## config.mk

```make
export PLATFORM = sky130hd
export DESIGN_NAME = spart_msg_tx_flat
export DESIGN_NICKNAME = d
export VERILOG_FILES = /design/src/rtl/spart_pkg.sv /design/src/rtl/spart_msg_tx_if.sv /design/src/rtl/spart_msg_fifo.sv /design/src/rtl/spart_msg_tx.sv /design/src/flat_wrapper.sv
export SDC_FILE = /design/constraint.sdc
export NUM_CORES = 1
export LEC_CHECK = 0
export CORE_MARGIN = 2
export CORE_UTILIZATION = 30
export CTS_BUF_LIST = sky130_fd_sc_hd__clkbuf_4
export DETAILED_ROUTE_END_ITERATION = 16
export DONT_BUFFER_PORTS = 1
export PLACE_DENSITY = 0.45
export SYNTH_ARGS = -nofsm -noshare
export SYNTH_HDL_FRONTEND = slang
export SYNTH_SLANG_ARGS = --single-unit
export TNS_END_PERCENT = 1
```

## constraint.sdc

```tcl
create_clock -name clk -period 5.3 [get_ports clk]
set_clock_uncertainty 0.05 [all_clocks]
set_input_delay 1.06 -clock clk [delete_from_list [all_inputs] [get_ports clk]]
set_output_delay 1.06 -clock clk [all_outputs]
set_load 0.01 [all_outputs]
```

## src/rtl/spart_pkg.sv

```systemverilog
// Constants and state type shared by the message transmitter and the far-end receive packer.
package spart_pkg;
  localparam int MSG_W         = 24;
  localparam int BYTE_W        = 8;
  localparam int BYTES_PER_MSG = 3;

  typedef enum logic [1:0] {
    IDLE,
    SEND,
    HOLD,
    GAP
  } tx_state_t;

  function automatic int count_w(input int depth);
    return $clog2(depth) + 1;
  endfunction
endpackage

```

## src/rtl/spart_msg_tx_if.sv

```systemverilog
// Message-source and spart byte-port signals of the transmitter, with DUT (slave) and driver (master) views.
interface spart_msg_tx_if #(
  parameter int DEPTH = 4
);
  import spart_pkg::*;

  logic                        msg_valid;
  logic [MSG_W-1:0]            msg_data;
  logic                        msg_ready;
  logic [BYTE_W-1:0]           byte_tx;
  logic                        send_byte;
  logic                        tbr;
  logic                        msg_sent;
  logic [count_w(DEPTH)-1:0]   fifo_count;
  logic                        tx_idle;

  modport slave (
    input  msg_valid, msg_data, tbr,
    output msg_ready, byte_tx, send_byte, msg_sent, fifo_count, tx_idle
  );

  modport master (
    output msg_valid, msg_data, tbr,
    input  msg_ready, byte_tx, send_byte, msg_sent, fifo_count, tx_idle
  );
endinterface

```

## src/rtl/spart_msg_fifo.sv

```systemverilog
// Small message FIFO: registered pointers/count, asynchronous read of the head entry.
module spart_msg_fifo
  import spart_pkg::*;
#(
  parameter int DEPTH = 4
) (
  input  logic                      clk,
  input  logic                      rst,
  input  logic                      i_push,
  input  logic [MSG_W-1:0]          i_wdata,
  input  logic                      i_pop,
  output logic [MSG_W-1:0]          o_rdata,
  output logic                      o_full,
  output logic                      o_empty,
  output logic [$clog2(DEPTH):0]    o_count
);
  localparam int AW = $clog2(DEPTH);

  logic [MSG_W-1:0] r_mem [DEPTH];
  logic [AW-1:0]    r_wr_ptr;
  logic [AW-1:0]    r_rd_ptr;
  logic [AW:0]      r_count;
  logic             w_push;
  logic             w_pop;

  assign o_full  = (r_count == (AW+1)'(DEPTH));
  assign o_empty = (r_count == '0);
  assign o_count = r_count;
  assign w_push  = i_push & ~o_full;
  assign w_pop   = i_pop & ~o_empty;
  // Head is read combinationally so the FSM can load it in the pop cycle.
  assign o_rdata = r_mem[r_rd_ptr];

  always_ff @(posedge clk) begin
    if (w_push) begin
      r_mem[r_wr_ptr] <= i_wdata;
    end
  end

  always_ff @(posedge clk or posedge rst) begin
    if (rst) begin
      r_wr_ptr <= '0;
      r_rd_ptr <= '0;
      r_count  <= '0;
    end else begin
      if (w_push) r_wr_ptr <= r_wr_ptr + AW'(1);
      if (w_pop)  r_rd_ptr <= r_rd_ptr + AW'(1);
      case ({w_push, w_pop})
        2'b10:   r_count <= r_count + (AW+1)'(1);
        2'b01:   r_count <= r_count - (AW+1)'(1);
        default: r_count <= r_count;
      endcase
    end
  end
endmodule

```

## src/rtl/spart_msg_tx.sv

```systemverilog
// Queues 24-bit messages and serializes each as three bytes (low byte first) to the spart,
// with a one-cycle hold after each load and a fixed idle gap after every message.
module spart_msg_tx
  import spart_pkg::*;
#(
  parameter int DEPTH      = 4,
  parameter int GAP_CYCLES = 16
) (
  input  logic                 clk,
  input  logic                 rst,
  spart_msg_tx_if.slave        bus
);
  localparam int GAP_W    = (GAP_CYCLES > 1) ? $clog2(GAP_CYCLES) : 1;
  localparam int GAP_LAST = (GAP_CYCLES > 0) ? GAP_CYCLES - 1 : 0;

  tx_state_t          r_state, w_state_next;
  logic [MSG_W-1:0]   r_shreg, w_shreg_next;
  logic [1:0]         r_byte_cnt, w_byte_cnt_next;
  logic [GAP_W-1:0]   r_gap_cnt, w_gap_cnt_next;
  logic [BYTE_W-1:0]  r_byte_tx, w_byte_tx_next;
  logic               w_pop;
  logic               w_send;
  logic               w_msg_sent;
  logic               w_fifo_full;
  logic               w_fifo_empty;
  logic [MSG_W-1:0]   w_fifo_rdata;

  spart_msg_fifo #(.DEPTH(DEPTH)) u_fifo (
    .clk     (clk),
    .rst     (rst),
    .i_push  (bus.msg_valid),
    .i_wdata (bus.msg_data),
    .i_pop   (w_pop),
    .o_rdata (w_fifo_rdata),
    .o_full  (w_fifo_full),
    .o_empty (w_fifo_empty),
    .o_count (bus.fifo_count)
  );

  always_ff @(posedge clk or posedge rst) begin
    if (rst) begin
      r_state    <= IDLE;
      r_shreg    <= '0;
      r_byte_cnt <= '0;
      r_gap_cnt  <= '0;
      r_byte_tx  <= '0;
    end else begin
      r_state    <= w_state_next;
      r_shreg    <= w_shreg_next;
      r_byte_cnt <= w_byte_cnt_next;
      r_gap_cnt  <= w_gap_cnt_next;
      r_byte_tx  <= w_byte_tx_next;
    end
  end

  always_comb begin
    w_state_next    = r_state;
    w_shreg_next    = r_shreg;
    w_byte_cnt_next = r_byte_cnt;
    w_gap_cnt_next  = r_gap_cnt;
    w_byte_tx_next  = r_byte_tx;
    w_pop           = 1'b0;
    w_send          = 1'b0;
    w_msg_sent      = 1'b0;
    case (r_state)
      IDLE: begin
        if (!w_fifo_empty) begin
          w_pop           = 1'b1;
          w_shreg_next    = w_fifo_rdata;
          w_byte_cnt_next = '0;
          w_state_next    = SEND;
        end
      end
      SEND: begin
        if (bus.tbr) begin
          w_send          = 1'b1;
          w_byte_tx_next  = r_shreg[BYTE_W-1:0];
          w_shreg_next    = r_shreg >> BYTE_W;
          w_byte_cnt_next = r_byte_cnt + 2'd1;
          if (r_byte_cnt == 2'(BYTES_PER_MSG - 1)) begin
            w_msg_sent     = 1'b1;
            w_gap_cnt_next = '0;
            w_state_next   = (GAP_CYCLES == 0) ? IDLE : GAP;
          end else begin
            w_state_next = HOLD;
          end
        end
      end
      // Spart drops tbr a cycle after the load; ignore it for that cycle.
      HOLD: w_state_next = SEND;
      GAP: begin
        if (r_gap_cnt == GAP_W'(GAP_LAST)) begin
          w_state_next = IDLE;
        end else begin
          w_gap_cnt_next = r_gap_cnt + GAP_W'(1);
        end
      end
      default: w_state_next = IDLE;
    endcase
  end

  // The live byte is shown during the load cycle, then the latched copy holds until the next load.
  assign bus.byte_tx   = w_send ? r_shreg[BYTE_W-1:0] : r_byte_tx;
  assign bus.send_byte = w_send;
  assign bus.msg_sent  = w_msg_sent;
  assign bus.msg_ready = ~w_fifo_full;
  assign bus.tx_idle   = (r_state == IDLE) && w_fifo_empty;
endmodule
```

## src/flat_wrapper.sv

```systemverilog
// flat-port wrapper written by rule: the top's interface ports become plain ports
module spart_msg_tx_flat import spart_pkg::*;
#(
  parameter int DEPTH      = 4,
  parameter int GAP_CYCLES = 16
)
  (clk, rst, bus_msg_valid, bus_msg_data, bus_tbr, bus_msg_ready, bus_byte_tx, bus_send_byte, bus_msg_sent, bus_fifo_count, bus_tx_idle);
  spart_msg_tx_if #(.DEPTH(DEPTH)) bus_i ();
  input  logic clk;
  input  logic rst;
  input wire logic [$bits(bus_i.msg_valid)-1:0] bus_msg_valid;
  input wire logic [$bits(bus_i.msg_data)-1:0] bus_msg_data;
  input wire logic [$bits(bus_i.tbr)-1:0] bus_tbr;
  output wire logic [$bits(bus_i.msg_ready)-1:0] bus_msg_ready;
  output wire logic [$bits(bus_i.byte_tx)-1:0] bus_byte_tx;
  output wire logic [$bits(bus_i.send_byte)-1:0] bus_send_byte;
  output wire logic [$bits(bus_i.msg_sent)-1:0] bus_msg_sent;
  output wire logic [$bits(bus_i.fifo_count)-1:0] bus_fifo_count;
  output wire logic [$bits(bus_i.tx_idle)-1:0] bus_tx_idle;
  assign bus_i.msg_valid = bus_msg_valid;
  assign bus_i.msg_data = bus_msg_data;
  assign bus_i.tbr = bus_tbr;
  assign bus_msg_ready = bus_i.msg_ready;
  assign bus_byte_tx = bus_i.byte_tx;
  assign bus_send_byte = bus_i.send_byte;
  assign bus_msg_sent = bus_i.msg_sent;
  assign bus_fifo_count = bus_i.fifo_count;
  assign bus_tx_idle = bus_i.tx_idle;
  spart_msg_tx #(.DEPTH(DEPTH), .GAP_CYCLES(GAP_CYCLES)) u_core (.clk(clk), .rst(rst), .bus(bus_i));
endmodule
```

Word level (Yosys, flattened, before mapping)
Memory sizes are Yosys's and may differ from the RTL's.
Cells that the tools add are included.

storage, ports and cells
  bits in registers = 47
  latch bits = 0
  RAM bits = 96
  memory bits (read-only) = 0
  output and inout port bits = 15
  logic and storage cells = 68
  memories kept = 1

cells by class
  add/subtract/negate cells = 6
  multiply operators = 0
  div/mod/pow operators = 0
  order comparisons = 0
  eq/ne operators = 13
  shifts and indexed selects = 0
  multiplexer cells = 26
  bitwise logic cells = 4
  reductions and logical operators = 10

memory list
  memory               depth  width  read ports  clocked after memory_dff  write ports  RTL line              source
  u_core.u_fifo.r_mem  4      24     1           0                         1            spart_msg_fifo.sv:19  logic [MSG_W-1:0] r_mem [DEPTH];

operators by type and width
  kind                 count
  $mux 24              2
  $pmux 24 s2          1
  $mux 4               3
  $mux 1               10
  $mux 2               5
  $eq 2x2->1 const B   4
  $mux 8               1
  $pmux 2 s4           1
  $pmux 4 s2           1
  $add 2x1->2 const B  3
  $ne 2x2->1 const B   3
  $pmux 3 s2           1
  $reduce_and 3->1     2
  $reduce_bool 2->1    3
  $add 4x1->4 const B  1
  $eq 2x1->1 const B   2
  $eq 4x4->1 const B   1
  $ne 2x1->1 const B   2
  $pmux 2 s2           1
  $reduce_and 4->1     1
  $add 3x1->3 const B  1
  $eq 3x3->1 const B   1
  $logic_not 3->1      1
  $sub 3x1->3 const B  1
  other kinds (5)      7

Logic depth before layout (Yosys ltp)
  word-level depth = 6
  mapped depth = 9
  depth with buffers taken out = 9

Cells and area by module
A second synthesis with hierarchy kept.

unflattened totals
  cells, all modules = 330
  area, all modules = 5741.8 um^2

modules (own cells, without submodules)
  module          instances  cells each  area each (um^2)  seq. area each (um^2)
  spart_msg_fifo  1          164         3937.5            3057.9
  spart_msg_tx    1          166         1804.2            1001.0

Worst setup path before layout
No wires, ideal clock.

  path kind = input to output
  from = input port bus_tbr
  to = output port bus_byte_tx[0]
  arrival = 2.020 ns
  data required time = 4.190 ns
  slack = 2.170 ns
  stages on the path = 4
  buffers on the path = 2
  path through = buf_1 -> nand3b_1 -> clkbuf_1 -> mux2_2

on the way
  cells in the longest elaborated chain, start to end = 3

ends and longest elaborated chain
  what         RTL line             source
  from (decl)  flat_wrapper.sv:13   input wire logic [$bits(bus_i.tbr)-1:0] bus_tbr;
  $mux 1       spart_msg_tx.sv:75   if (bus.tbr) begin
  $mux 1       spart_msg_tx.sv:65   case (r_state)
  $mux 8       spart_msg_tx.sv:103  assign bus.byte_tx = w_send ? r_shreg[BYTE_W-1:0] : r_byte_tx;
  to (decl)    flat_wrapper.sv:15   output wire logic [$bits(bus_i.byte_tx)-1:0] bus_byte_tx;

Every way passes these cells.

Worst setup path in the final report
  from = register u_core.r_state[1]
  to = output port bus_byte_tx[6]

on the way
  cells in the longest elaborated chain, start to end = 3

ends and longest elaborated chain
  what                    RTL line             source
  from (decl)             spart_msg_tx.sv:16   tx_state_t r_state, w_state_next;
  from (signal assigned)  spart_msg_tx.sv:48   r_state <= w_state_next;
  $eq 2x1->1              spart_msg_tx.sv:65
  $mux 1                  spart_msg_tx.sv:65
  $mux 8                  spart_msg_tx.sv:103

Every way passes these cells.

==> flow_metrics.py <==
metrics = {
    "die": {
        "die_area_mm2": 0.0200,
        "initial_core_util_pct": 30.5,
        "dieHeight_um": 141,
        "coreArea_mm2": 0.0186,
        "die_w_um": 141,
        "fp-row-count": 50,
        "pin_count": 43,
    },
    "global_route": {
        "grt_max_degree": 48,
        "grt_pass1_vias": 2952,
        "grt_usage_pct": 12.2,
        "antenna_found_initial": 1,
        "grt_pass1_wl_mm": 17.6,
        "gr-total-overflow": 0,
    },
    "cells_and_area": {
        "final_layout_size_suffix_gt1_share_pct": 24.0,
        "syn2layout_area_growth_pct": 8.38,
        "fillCellCount": 1736,
        "fin_nets": 340,
    },
    "clock_tree": {
        "clk_pin_slew_worst_paths_ns": 0.12,
        "ctsHoldBuffers": 0,
        "clock_latency_ns": 0.54,
        "clk_path_buf_depth": 2,
        "post_cts_buffers": 0,
        "ctsRootBufferMaster": "clkbuf_4",
        "cts_buffers": 17,
        "clock-sinks": 143,
        "htreeDepth": 4,
        "cts_tree": "yes",
        "cts_resized": 0,
    },
    "sta": {
        "hold_violations": 0,
        "period_needed_ns": 3.54,
        "tightest_slew_ns": 0.998,
        "fmax_mhz": 282,
        "tns_ns": 0,
        "finalSetupViolations": 0,
        "finalCritPeriodShare_pct": 66.8,
        "slew_violations": 0,
        "rsz0062_at_grt": "false",
        "slew_headroom_pct": 33.3,
    },
    "power_and_ir_drop": {
        "total_power_mw": 3.34,
        "peakVddDrop_mv": 0.122,
        "powerDensity_mw_per_mm2": 544,
        "power_leakage_nw": 2.24,
    },
    "worst_setup_path": {
        "startpoint_type": "register",
        "arrival_ns": 2.43,
        "cp-end-kind": "output pin",
        "required_ns": 4.19,
        "crit_type": "register to output pin",
        "path_max_fanout": 27,
    },
    "detailed_routing": {
        "vias": 2704,
        "routed_wl_mm": 11.3,
        "drtIter0Drc": 164,
        "ant_nets": 0,
        "viasPerCell": 4.90,
        "wire_per_inst_um": 20.5,
        "drt_first_pass_iters": 7,
        "drc": 0,
    },
    "synth": {
        "ys.flop_type": "edfxtp_1",
        "ys_top_cells_by_count": "96 x edfxtp_1, 47 x dfrtp_1, 24 x mux4_2, 16 x a221o_1, 12 x inv_1",
        "synth_top_area_share_pct": 51.0,
        "synth_area_leaders": "edfxtp_1 51%, dfrtp_1 21%, mux4_2 9.6%",
        "netlist_instances": 297,
        "synth_cell_type_count": 40,
        "post_synth.cell_area_avg_um2": 19.1,
        "synth-async-reset-ratio_pct": 32.9,
        "ys_seq_area_share_pct": 71.7,
        "ys_seq_elements": 143,
        "synth_edf_count": 96,
        "synth_top_area_cell": "edfxtp_1",
        "ys.warnings.count": 0,
        "synth_nets": 333,
        "synth.most_common_cell": "edfxtp_1",
        "netlist_area_mm2": 0.00566,
    },
    "job": {
        "max_cap_viol_count": 0,
    },
    "placement": {
        "io_buffers": 0,
        "dp_hpwl_mm": 6.71,
        "place_congestion": 0.709,
    },
    "outcome": {
        "status": "finished clean",
    },
    "hold_path": {
        "hold_path.class": "register to register",
    },
}
-- final timing paths --
| path | startpoint | to | slack (ns) | depth (start not counted) |
|---|---|---|---|---|
| min reg2reg | u_core.r_gap_cnt[3]$_DFFE_PP0P_ | u_core.r_gap_cnt[3]$_DFFE_PP0P_ | 0.43 | 1 |
| max | u_core.r_state[1]$_DFFE_PP0P_ | bus_byte_tx[6] | 1.76 | 2 |
| min | u_core.r_gap_cnt[3]$_DFFE_PP0P_ | u_core.r_gap_cnt[3]$_DFFE_PP0P_ | 0.43 | 1 |
| max in group asynchronous | rst | u_core.r_shreg[16]$_DFFE_PP0P_ | 4.00 | 1 |
| max reg2reg | u_core.u_fifo.o_count[0]$_DFFE_PP0P_ | u_core.u_fifo.o_count[2]$_DFFE_PP0P_ | 2.83 | 9 |
| min in group asynchronous | rst | u_core.r_byte_tx[3]$_DFFE_PP0P_ | 0.56 | 1 |
-- critical path, cell delays in order, from the launching register on --
cell and delay, ns:
dfrtp_1 0.89, nand3b_1 0.56, mux2_2 0.45
-- layer usage --
layer	up-vias	global-route usage (%)	routed length, um
li1	1224	-	-
met1	1419	14.0	4750
met2	47	20.3	5680
met3	14	4.76	608
met4	0	5.74	266
met5	-	0	0
-- where the power goes --
| part | switching (mW) | total, mW | leakage (nW) | internal (mW) |
|---|---|---|---|---|
| clock network | 0.414 | 0.604 | 0.133 | 0.191 |
| registers | 0.163 | 1.68 | 1.47 | 1.52 |
| logic | 0.569 | 1.05 | 0.642 | 0.483 |
-- area by class of cell --
type                    instances  area [um2]  share of cell area [%]
well taps                     234         293                    4.77
repair buffers                  7        52.6                   0.857
clock buffers                  17         128                    2.08
diodes                          1        2.50                  0.0408
inverters                      12        45.0                   0.735
multi-input cells             123        1440                    23.5
flip-flops and latches        143        4060                    66.2
clock inverters                15         113                    1.84
-- kinds of logic (layout without fill, tap and decap cells) --
group / count (synthesis) / in the layout / share of synthesized area [%]
flops: 143 / 143 / 71.7
simple gates: 39 / 39 / 5.33
mux: 38 / 38 / 12.3
compound gates: 32 / 32 / 5.02
buf+inv: 31 / 51 / 2.81
fa+ha+maj: 8 / 8 / 1.90
xor+xnor: 6 / 6 / 0.929
other cells: 0 / 1 / 0
-- per-stage QoR --
step	hold WS, ns	std cells	instance area, um2	utilization, %	setup slack (ns)
2_1_floorplan	0.391	297	5660	-	2.17
3_3_place_gp	0.418	519	5890	31.7	2.18
3_5_place_dp	0.418	519	5890	31.7	2.17
4_1_cts	0.436	551	6130	33.0	1.68
5_1_grt	0.476	552	6130	33.0	1.57
6_report	0.433	552	6130	33.0	1.76
-- sequential cells by signal, indices dropped and copies added, names as in the netlist --
name                    flops
u_core.r_byte_cnt           2
u_core.r_byte_tx            8
u_core.r_gap_cnt            4
u_core.r_shreg             24
u_core.r_state              2
u_core.u_fifo.o_count       3
u_core.u_fifo.r_mem        96
u_core.u_fifo.r_rd_ptr      2
u_core.u_fifo.r_wr_ptr      2
-- layout by cell type, fill, tap and decap left out, types with 4 or more instances in the layout --
cell and count:
dfrtp_1 47, clkinv_4 5, a221o_1 16, and4b_1 8, and3_1 6, inv_6 5, mux4_2 24, nor4b_1 9
edfxtp_1 96, buf_4 7, xor2_1 4, clkbuf_4 17, mux2_2 11, ha_1 7, inv_1 11, a22o_1 8
Note: power is estimated with default switching activity, not from simulation.
